## config.mk

```make
export PLATFORM = sky130hd
export DESIGN_NAME = jk_bank_ctrl
export DESIGN_NICKNAME = d
export VERILOG_FILES = /design/src/rtl/jk_ctrl_pkg.sv /design/src/rtl/jk_bank.sv /design/src/rtl/jk_bank_ctrl.sv
export SDC_FILE = /design/constraint.sdc
export NUM_CORES = 1
export LEC_CHECK = 0
export CORE_MARGIN = 3
export CORE_UTILIZATION = 43
export DETAILED_ROUTE_END_ITERATION = 6
export PLACE_DENSITY = 0.76
export SLEW_MARGIN = 5
export SYNTH_ARGS = -nofsm -noshare
export SYNTH_HDL_FRONTEND = slang
export SYNTH_SLANG_ARGS = --single-unit
```

## constraint.sdc

```tcl
create_clock -name clk -period 1.66 [get_ports clk]
set_clock_uncertainty 0.05 [all_clocks]
set_input_delay 0.249 -clock clk [delete_from_list [all_inputs] [get_ports clk]]
set_output_delay 0.249 -clock clk [all_outputs]
set_load 0.01 [all_outputs]
```

## src/rtl/jk_ctrl_pkg.sv

```systemverilog
// jk_ctrl_pkg: op codes and FSM states shared by the JK bank controller.
package jk_ctrl_pkg;
  localparam logic [2:0] OP_NOP  = 3'd0;
  localparam logic [2:0] OP_CLR  = 3'd1;
  localparam logic [2:0] OP_SET  = 3'd2;
  localparam logic [2:0] OP_LOAD = 3'd3;
  localparam logic [2:0] OP_TGL  = 3'd4;
  localparam logic [2:0] OP_INC  = 3'd5;
  localparam logic [2:0] OP_DEC  = 3'd6;
  localparam logic [2:0] OP_SHL  = 3'd7;
  typedef enum logic [1:0] {ST_IDLE, ST_EXEC, ST_DONE} state_t;
  function automatic logic is_repeat(input logic [2:0] op);
    return op[2];
  endfunction
endpackage

```

## src/rtl/jk_bank.sv

```systemverilog
// jk_bank: WIDTH independent JK flip-flops with asynchronous active-low reset.
module jk_bank #(
  parameter int WIDTH = 4
) (
  input  logic             clk,
  input  logic             reset,
  input  logic [WIDTH-1:0] j,
  input  logic [WIDTH-1:0] k,
  output logic [WIDTH-1:0] q,
  output logic [WIDTH-1:0] q_b
);
  always_ff @(posedge clk or negedge reset)
    if (!reset) q <= '0;
    else q <= (j & ~q) | (~k & q);
  assign q_b = ~q;
endmodule

```

## src/rtl/jk_bank_ctrl.sv

```systemverilog
// jk_bank_ctrl: command sequencer translating ops into per-edge J/K drive for a JK bank.
module jk_bank_ctrl
  import jk_ctrl_pkg::*;
#(
  parameter int WIDTH = 4,
  parameter int CNT_W = 8
) (
  input  logic             clk,
  input  logic             reset,
  input  logic             cmd_valid,
  output logic             cmd_ready,
  input  logic [2:0]       cmd_op,
  input  logic [WIDTH-1:0] cmd_data,
  input  logic [CNT_W-1:0] cmd_count,
  output logic [WIDTH-1:0] q,
  output logic [WIDTH-1:0] q_b,
  output logic [WIDTH-1:0] j_out,
  output logic [WIDTH-1:0] k_out,
  output logic             busy,
  output logic             done
);
  state_t state, state_nxt;
  logic [2:0] op_r;
  logic [WIDTH-1:0] data_r, jd, kd, shl_nxt;
  logic [CNT_W-1:0] rem;
  logic accept;
  assign cmd_ready = state == ST_IDLE;
  assign accept = cmd_valid & cmd_ready;
  assign busy = state != ST_IDLE;
  assign done = state == ST_DONE;
  always_ff @(posedge clk or negedge reset)
    if (!reset) begin
      state <= ST_IDLE;
      op_r <= OP_NOP;
      data_r <= '0;
      rem <= '0;
    end else begin
      state <= state_nxt;
      if (accept) begin
        op_r <= cmd_op;
        data_r <= cmd_data;
        rem <= cmd_count;
      end else if (state == ST_EXEC) rem <= rem - CNT_W'(1);
    end
  always_comb begin
    state_nxt = state;
    if (state == ST_IDLE)
      state_nxt = !accept ? ST_IDLE : (is_repeat(cmd_op) && cmd_count == '0) ? ST_DONE : ST_EXEC;
    else if (state == ST_EXEC)
      state_nxt = (!is_repeat(op_r) || rem == CNT_W'(1)) ? ST_DONE : ST_EXEC;
    else
      state_nxt = ST_IDLE;
  end
  // Counter toggle masks: the bits that differ between q and q+/-1 are exactly the JK toggles.
  assign shl_nxt = {q[WIDTH-2:0], data_r[0]};
  always_comb begin
    jd = '0;
    kd = '0;
    case (op_r)
      OP_CLR:  kd = '1;
      OP_SET:  jd = '1;
      OP_LOAD: begin jd = data_r; kd = ~data_r; end
      OP_TGL:  begin jd = data_r; kd = data_r; end
      OP_INC:  begin jd = q ^ (q + WIDTH'(1)); kd = q ^ (q + WIDTH'(1)); end
      OP_DEC:  begin jd = q ^ (q - WIDTH'(1)); kd = q ^ (q - WIDTH'(1)); end
      OP_SHL:  begin jd = shl_nxt; kd = ~shl_nxt; end
      default: begin jd = '0; kd = '0; end
    endcase
  end
  assign j_out = state == ST_EXEC ? jd : '0;
  assign k_out = state == ST_EXEC ? kd : '0;
  jk_bank #(.WIDTH(WIDTH)) u_bank (
    .clk  (clk),
    .reset(reset),
    .j    (j_out),
    .k    (k_out),
    .q    (q),
    .q_b  (q_b)
  );
endmodule

```

Word level (Yosys, flattened, before mapping)
Cells that the tools add are included.

Input port bits: 18. Memory bits (read-only): 0. Bits in registers: 21. Logic and storage cells: 47. Bits in latches: 0. Memories kept: 0. RAM bits: 0. Output and inout bits: 19.

Add/sub/neg operators: 3. Equality and inequality tests: 10. Mux-type cells: 11. Div/mod/pow operators: 0. Order comparisons: 0. Shifts and indexed selects: 0. Bitwise operators: 10. Multipliers: 0. Reduce and logical (&&, ||, !) cells: 8.

Operators with widths (count): 4-bit case mux with 6 select lines (1); 4-bit case mux with 5 select lines (1); 8-bit two-way mux (2); 4-bit NOT (4); 3-bit == test (second input constant) (4); 2-bit two-way mux (5); 4-bit bitwise AND (2); 8-bit by 1-bit == test with 1-bit output (second input constant) (1); 8-bit zero test (1); 4-bit two-way mux (2); 8-bit by 1-bit subtractor with 8-bit output (second input constant) (1); 4-bit XOR (2); 3-bit by 2-bit == test with 1-bit output (second input constant) (2); 4-bit by 1-bit adder with 4-bit output (second input constant) (1); 4-bit OR (1); 2-bit nonzero test (2); 4-bit by 1-bit subtractor with 4-bit output (second input constant) (1); 3-bit by 1-bit == test with 1-bit output (second input constant) (1); 2-bit by 1-bit == test with 1-bit output (second input constant) (1); 2-bit == test (second input constant) (1); 2-bit zero test (1); 2-bit OR reduction (1); 1-bit bitwise AND (1); 1-bit logical AND (1); other kinds (2) (2).

Depth between registers and ports, before layout
Gate-level depths: netlist (run 1).

Depth in word-level cells: 7. Depth in mapped cells: 6. Depth with buffers taken out: 6.

Cells and area by module
Synthesis (run 1) repeated with hierarchy kept, for this count alone.

Cell total of the unflattened synthesis: 157. Area, all modules: 1375.1 um^2.

Modules (own cells, without submodules): jk_bank_ctrl (cells each 141, times used 1, area each 1199.9 um^2, seq. area each 425.4 um^2); jk_bank (cells each 16, times used 1, area each 175.2 um^2, seq. area each 100.1 um^2).

Worst setup path after synthesis (run 1)
OpenSTA, ideal clock, no wires.

Path type: register to output. Start point: register u_bank.q[1]. End point: output j_out[1]. Required time: 1.361 ns. Path slack: -0.419 ns. Path buffers: 0. Stages on the path, launching flop included: 6. Arrival: 1.780 ns. Cell sequence: dfrtp_1 inv_1 ha_1 xnor2_1 o221ai_1 a211oi_1.

Longest elaborated chain between the ends: 4. Elaborated cells between the ends (all ways): 6. Classes of those cells: add/sub (2); mux (2); bitwise (2).

RTL lines: from (decl) (line jk_bank.sv:9) `output logic [WIDTH-1:0] q,`; from (signal assigned) (line jk_bank.sv:14) `else q <= (j & ~q) | (~k & q);`; 4-bit by 1-bit subtractor with 4-bit output or 4-bit by 1-bit adder with 4-bit output (tied branches) (line jk_bank_ctrl.sv:65, jk_bank_ctrl.sv:64); 4-bit XOR, on equally long branches (line jk_bank_ctrl.sv:65, jk_bank_ctrl.sv:64); 4-bit case mux with 5 select lines * (line jk_bank_ctrl.sv:59) `case (op_r)`; 4-bit two-way mux * (line jk_bank_ctrl.sv:70) `assign j_out = state == ST_EXEC ? jd : '0;`; to (decl) (line jk_bank_ctrl.sv:17) `output logic [WIDTH-1:0] j_out,`.

Every way passes the cells marked *; elsewhere a longest branch is shown, timed or not.

Final worst setup path (run 1)
Same ends and word-level chain as after synthesis.

==> metrics list, run 1 <==
- The flow ran to the end, but the final reports show violations.
* Failing checks: setup timing
- Flop pwr share: 0.191
- Summed over all failing endpoints, the final setup total negative slack is -3.64 ns.
* Cell types with the largest area share after synthesis: dfrtp_1, nand2_1, o21ai_0
* Number of antenna cells inserted: 0
* Portion of total power attributed to the clock network: 0.047
- Total Power: around 5.3 mW
* Post-layout worst setup margin: -0.535 ns
* Global-route wire length before repair: 7640 um
- Share of flip-flops with an asynchronous set or reset after synthesis: 1.00
* Cell type with the highest aggregate area in the netlist: dfrtp_1
- Maximum resistive drop on vdd: between 1000 and 1500 uV
- Area share of the largest cell type after synthesis: 0.376
- For flop-to-flop paths, the worst setup slack is -0.34 ns.
- Num ports: 37
- Number of instances in the synthesized netlist: between 150 and 200
* Initial core utilization: 0.454
* Yosys warnings: 0
* DR WL/cell: between 15 and 20 um
* Time the worst path needs with I/O delays and setup: around 2.2 ns
* Die height: ~63 um
- Flip-flop and latch count after synthesis: 21
- In the routed design, unresolved DRC markers number 0.
* Sink count of the clock tree: 21
- Cell internal power was estimated by the tool at around 3.0 mW.
- Of the total power, combinational logic draws 0.762.
- Antenna viol nets, final: 0
- Largest driver fanout on the critical path: 3
- The HPWL after detailed placement is 3250 um.
- Cts hold-fix bufs: 0
- EDFF count, synth: 0
- The final route contains between 1500 and 2000 vias.
* Area delta synth->final: 79.0%
- Routability Congestion: around 0.9
- At the worst endpoint, the arrival time is approximately 1.9 ns.
- Maximum buffer depth of the clock tree: 2
- For the pin with the worst max-slew slack, the measured transition is approximately 0.35 ns.
- The synthesized netlist contains 46 unique library cells.
- Summed over all layers, the routed wires come to roughly 5000 um.
- Die span in x: around 63 um
- Share of layout cells above drive strength 1: 0.426
- Count of routing violations after the opening detailed-route iteration: 137
- The worst setup path is launched from a flip-flop.
* Library cell used as clock root buffer: clkbuf_4
- RSZ-0062 raised after global routing: yes
- Maximum clock rate: between 400 and 500 MHz
- Main flop type after synthesis: dfrtp_1
- Vias in the first global route: about 1600
- The worst setup path is captured at an output pin.
- Synthesis produced a netlist with a net count of 190.
- Number of vias per cell after detailed routing: 5.61
- Total routing usage reported by global routing: 0.242
- Leakage Power: around 1.1 nW
* Register clock-pin slew on the reported worst setup and hold paths: 0.11 ns
- The path class of the tightest hold or removal check is in -> async.
- The region available for standard cell placement spans just over 3000 um^2.
* Final setup fails: 10
- Total count of max-transition violations in the final report: 0
- Across the run, the number of max-cap violations was 0.
- Summing every instance area after synthesis gives approximately 1400 um^2.
* Worst Path Class, Setup: reg -> out
- In the finished design, the share of the clock period the worst path needs comes to 1.32.
- Fin nets: approximately 280
- Data on the critical path is required at its endpoint by 1.36 ns.
* Mean cell area of the mapped netlist: roughly 8.3 um^2
- Summed over all nets, the switching power comes to about 2.3 mW.
- Counting the fill cells in the layout gives just under 200.
- In this run the power density over the cells is between 2000 and 2500 nW/um^2.
- TritonCTS built the clock tree.
- The floorplan step defined a die boundary enclosing about 4000 um^2.
- Summed over all layers, the global routing overflow is 0.
- First-pass detailed-route iteration total: 4
- The final count of hold timing violations is 0.
- Of the total power, the share spent switching nets is 0.432.
- Antenna violations before repair: 0
- Buffers placed on the I/O ports in this run total 36.
- The most common cell in the synthesized netlist is nand2_1.
- Clock latency on the worst-skew pair, taken at its later pin, is around 0.30 ns.
* Placement Rows: 20
- The worst pin sits at a relative slew slack of 0.764.
* Most used standard cells in the synthesized netlist: nand2_1, dfrtp_1, nor2_1, o21ai_0
* Part of the Yosys area used for sequential elements: 0.376
- Pin count of the biggest net entering global routing: 22
- Clock tree synthesis inserted a total of 3 buffers.
* Number of H-tree levels: 1
[power by group through the flow]
stage               sequential, mW  clock (mW)  combinational [mW]
floorplan                     1.00           0                1.46
global route                  1.04       0.289                4.26
finish                        1.00       0.246                4.01
detailed placement           0.971           0                2.99
global placement             0.960           0                2.89
CTS                          0.967       0.250                3.41
[routing by layer]
metal	wire length, um	vias up	share of wire	GRT usage
met5	0	-	0	0
met3	260	7	0.053	0.0324
met2	2660	56	0.54	0.469
met4	57	0	0.012	0.0579
li1	-	792	-	-
met1	1970	838	0.40	0.273
[worst max-delay path, cell delays in order, from the launching register on]
cell	delay (ns)
dfrtp_2	0.42
buf_6	0.12
inv_4	0.05
ha_4	0.20
xnor2_4	0.15
a211o_1	0.30
a211oi_2	0.19
buf_2	0.17
[path summary, 6_finish.rpt]
| path | startpoint | end | depth (start not counted) |
|---|---|---|---|
| min reg2reg | rem[7] | rem[7] | 1 |
| max | u_bank.q[1] | j_out[1] | 7 |
| min | reset | u_bank.q[1] | 2 |
| min in group clk | cmd_data[2] | data_r[2] | 3 |
| max reg2reg | u_bank.q[1] | u_bank.q[1] | 8 |
| max in group asynchronous | reset | op_r[1] | 2 |
[per-stage QoR]
stage	worst slack (ns)	cell area (um^2)	util	instances	hold slack, ns
2_1_floorplan	-0.135	1430	-	168	-0.0966
3_3_place_gp	-0.518	2110	0.687	279	0.449
3_5_place_dp	-0.550	2110	0.687	279	0.466
4_1_cts	-0.536	2310	0.752	294	0.247
5_1_grt	-0.632	2500	0.813	302	0.227
6_report	-0.535	2500	0.813	302	0.241
[area by class of cell]
class                   instances  area [um^2]  area share
well taps                      44         55.1      0.0220
multi-input cells             128         1020       0.407
flip-flops and latches         21          529       0.212
inverters                      10         45.0      0.0180
repair buffers                 95          828       0.331
clock buffers                   4         26.3      0.0105
[cells by family after synthesis]
| logic type | count (synthesis) | synth area share |
|---|---|---|
| adders and majority gates | 4 | 0.0358 |
| xor gates and xnor gates | 1 | 0.00627 |
| AOI/OAI and AO/OA | 53 | 0.270 |
| and+or+nand+nor | 68 | 0.236 |
| muxes | 2 | 0.0143 |
| buffers and inverters | 19 | 0.0609 |
| DFF | 21 | 0.376 |
[timing repair]
action,4_1_cts,5_1_grt
hold endpoints to repair,0,0
buffers inserted,12,9
pin swaps,10,11
gates resized for setup,71,35
endpoints found under the setup margin,19,19
[flip-flops by register name, indices dropped and copies added (netlist names)]
name	count
rem	8
data_r	4
u_bank.q	4
op_r	3
state	2
[cells in the final DEF, fill, tap and decap left out, types with 3 or more instances in the layout]
| master | Yosys | routed |
|---|---|---|
| buf_4 | 1 | 46 |
| nand2_1 | 29 | 28 |
| dfrtp_1 | 21 | 18 |
| clkdlybuf4s50_1 | 0 | 18 |
| buf_6 | 0 | 13 |
| nor2_1 | 12 | 11 |
| o21ai_0 | 12 | 8 |
| inv_1 | 9 | 7 |
| a21oi_1 | 9 | 7 |
| dlygate4sd2_1 | 0 | 7 |
| buf_2 | 8 | 7 |
| o211ai_1 | 5 | 5 |
| nor3_1 | 4 | 4 |
| nand2b_4 | 0 | 3 |
| o21ai_1 | 0 | 3 |
| a221o_1 | 3 | 3 |
| clkbuf_4 | 0 | 3 |
| dfrtp_2 | 0 | 3 |
Note: power is estimated with default switching activity, not from simulation.
==> run 2: changes to the inputs <==
CTS_CLUSTER_DIAMETER = 30   (was default)
CTS_CLUSTER_SIZE = 16   (was default)
==> results of run 2 <==
No change in the layout: final DEF, timing and power equal those of run 1.
==> run 3: changes to the inputs <==
CAP_MARGIN = 15   (was default)
PLACE_DENSITY = 0.81   (was 0.76)
==> run 3 against run 2 <==
Compared with the run above:
- the run still ends with setup timing left
- worst setup slack lost 0.13 ns
- count of clock-buffer cells in the layout stayed put
- clock power is 12% higher
- hold slack worse by 0.051 ns
- via count rose by 14%
- flip-flop and latch count unchanged
- global-route usage up 4.2 points
- first-iteration DRC count rose by 47%
- final cell count is 1.3% higher
- non-clock buffer count up 4
- critical endpoint is now k_out[1]
- largest power group unchanged
- highest routed layer unchanged
==> metrics list, run 3 (synthesized netlist as in run 1, its figures left out) <==
- The run finished, with violations left.
- Failing checks: setup timing
- The biggest cell delay along the critical path was 0.44 ns (+0.02 ns).
- The hold buffer count at cts was 0 (unchanged).
* Placement Rows: 20 (unchanged)
* Estimated wirelength of the detail-placed design: 3520 um (+8.5%)
- The total number of vias came to 1928 (+14%).
- Sink count of the clock tree: 21 (unchanged)
- The number of nets in the final layout is 285 (+1.4%).
* Data arrival, critical path: 2.03 ns (+0.13 ns)
* Depth of the worst register-to-register path: 8 (unchanged)
- The x dimension of the die was 63.0 um (unchanged).
* Pwr per Cell Area: 2180 nW/um^2 (+3.5%)
* Number of antenna cells inserted: 0 (unchanged)
* Total routing usage reported by global routing: 0.283 (+0.0419)
* RSZ-0062 raised after global routing: yes
- Area after detailed placement: 2120 um^2 (+0.12%)
* Library cell used as clock root buffer: clkbuf_4
- The largest registers in the layout are rem (8), data_r (4), u_bank.q (4).
- The initial antenna violation count is 0 (unchanged).
* Time the worst path needs with I/O delays and setup: 2.33 ns (+0.131 ns)
- Remaining design rule violation count: 0 (unchanged)
* Number of hold-slack violations in the final timing report: 0 (unchanged)
- GR Overflow Total: 0 (unchanged)
- Initial core utilization: 0.454 (unchanged)
* Placeable core area: 3080 um^2 (unchanged)
- The number of cells in the design after placement is 281 (+0.72%).
* Hold slack: 0.190 ns (-0.0513 ns)
- Critical Path End Type: output pin
- The highest clock frequency the design can meet is 430 MHz (-5.7%).
* Post-layout worst setup margin: -0.666 ns (-0.131 ns)
- The DRC marker count from the first detailed-route iteration is 201 (+47%).
- Post-Place Setup Slack: -0.622 ns (-0.0721 ns)
* Share of layout cells above drive strength 1: 0.447 (+0.0202)
* Vias in the first global route: 1784 (+8.4%)
* Maximum buffer depth of the clock tree: 2 (unchanged)
- Data required time at the worst endpoint: 1.36 ns (about the same)
- The worst setup path is launched from a flip-flop.
- TritonCTS built the clock tree.
- First-pass detailed-route iteration total: 5 (+1)
* Die height: 63.0 um (unchanged)
* Final setup fails: 18 (+8)
* Global-route wire length before repair: 8910 um (+17%)
- The reported leakage power was 1.16 nW (+3.7%).
- The relative max-transition margin came to 0.552 (-0.212).
* Max-cap violations: 0 (unchanged)
- The worst-case vdd ir drop was 1360 uV (+26%).
- The die footprint is 3970 um^2 (unchanged).
- Final non-filler cell area: 2570 um^2 (+2.7%)
- The largest fanout of any net on the critical path was 3 (unchanged).
- The via count normalized by instance count is 6.30 (+12%).
- Antenna viol nets, final: 0 (unchanged)
- DR WL met3: 510 um (+96%)
* Final wirelength: 6400 um (+29%)
- The number of ports placed on the die boundary came to 37 (unchanged).
- Number of H-tree levels: 1 (unchanged)
- In this run the critical register-to-register path is captured at u_bank.q[1].
- The library cell used most frequently in the layout, excluding fill and tap cells, is buf_4.
- Hold WC Path Type: in -> async
* Metal1 wirelength: 2320 um (+18%)
- Setup slack, reg-to-reg: -0.29 ns (+0.05 ns)
- Final-layout setup total negative slack: -4.85 ns (-1.21 ns)
- The actual transition at the worst max-transition pin is 0.665 ns (+0.314 ns).
- For this design, the slowest cell found on the critical path is dfrtp_2.
* Beginning of the worst register-to-register path: u_bank.q[1]
- Total count of max-transition violations in the final report: 0 (unchanged)
- Number of buffers created by CTS: 3 (unchanged)
* Largest Register: rem
- The port buffer count came to 36 (unchanged).
- Period Utilization, post-route: 1.40 (+0.0792)
- Clock latency on the worst-skew pair: 0.33 ns (+0.03 ns)
- The per-cell routed wire length was 20.9 um (+28%).
- The flip-flop count of the largest register, all copies and words added was 8 (unchanged).
- Pin count of the biggest net entering global routing: 22 (unchanged)
- Routability Congestion: 0.905 (+0.15%)
* Cells along the critical path: buf_6 > inv_4 > ha_4 > xnor2_4 > buf_4 > mux2i_1 > o31a_1 > buf_2
* Length of routed met2 wiring: 3180 um (+20%)
- The final standard cell count with taps included and fillers excluded is 306 (+1.3%).
- Register clock-pin slew on the reported worst setup and hold paths: 0.13 ns (+0.02 ns)
- The critical path in this run is classified as reg -> out.
* Area delta synth->final: 83.7%
* Highest Signal Layer: met4
- In the layout the commonest cells are buf_4, nand2_1, buf_6.
[run 3: what timing repair did]
action,in CTS,in global routing
buffers inserted,8,14
gates resized for setup,75,57
cloned,0,1
setup endpoints to repair,22,24
pin swaps,6,13
[run 3: area by class of cell]
type	instances	area [um^2]
multi-input cells	128	1030
inverters	10	42.5
flip-flops and latches	21	529
well taps	44	55.1
clock buffers	4	26.3
repair buffers	99	886
fillers	162	510
[run 3: power breakdown]
group / switching (mW) / internal, mW
clock network: 0.182 / 0.0946
logic: 2.13 / 2.14
registers: 0.281 / 0.764
[run 3: layer usage]
metal | vias to the layer above | global-route usage
li1 | 797 | -
met1 | 938 | 0.356
met2 | 152 | 0.490
met3 | 41 | 0.0270
met4 | 0 | 0.124
met5 | - | 0
[run 3: critical path: cells and delay by family (launching register included)]
kind            cells  cell delay [ns]
buf+inv             4             0.45
flops               1             0.44
mux                 1             0.25
fa+ha+maj           1             0.21
compound gates      1             0.18
xor+xnor            1             0.17
[run 3: how the worst max path moves through the flow]
stage / slack, ns / end / startpoint
2_1_floorplan: -0.13 / j_out[1] / u_bank.q[1]
3_3_place_gp: -0.53 / j_out[1] / u_bank.q[0]
6_report: -0.67 / k_out[1] / u_bank.q[1]
5_1_grt: -0.75 / k_out[1] / u_bank.q[1]
4_1_cts: -0.59 / j_out[1] / u_bank.q[1]
3_5_place_dp: -0.62 / j_out[1] / u_bank.q[0]
[run 3: metrics by stage]
stage	power (mW)	util
after CTS	4.54	0.748
after global placement	3.77	0.687
after floorplan	2.46	-
after global routing	5.87	0.834
after detailed placement	3.95	0.687
final	5.59	0.834
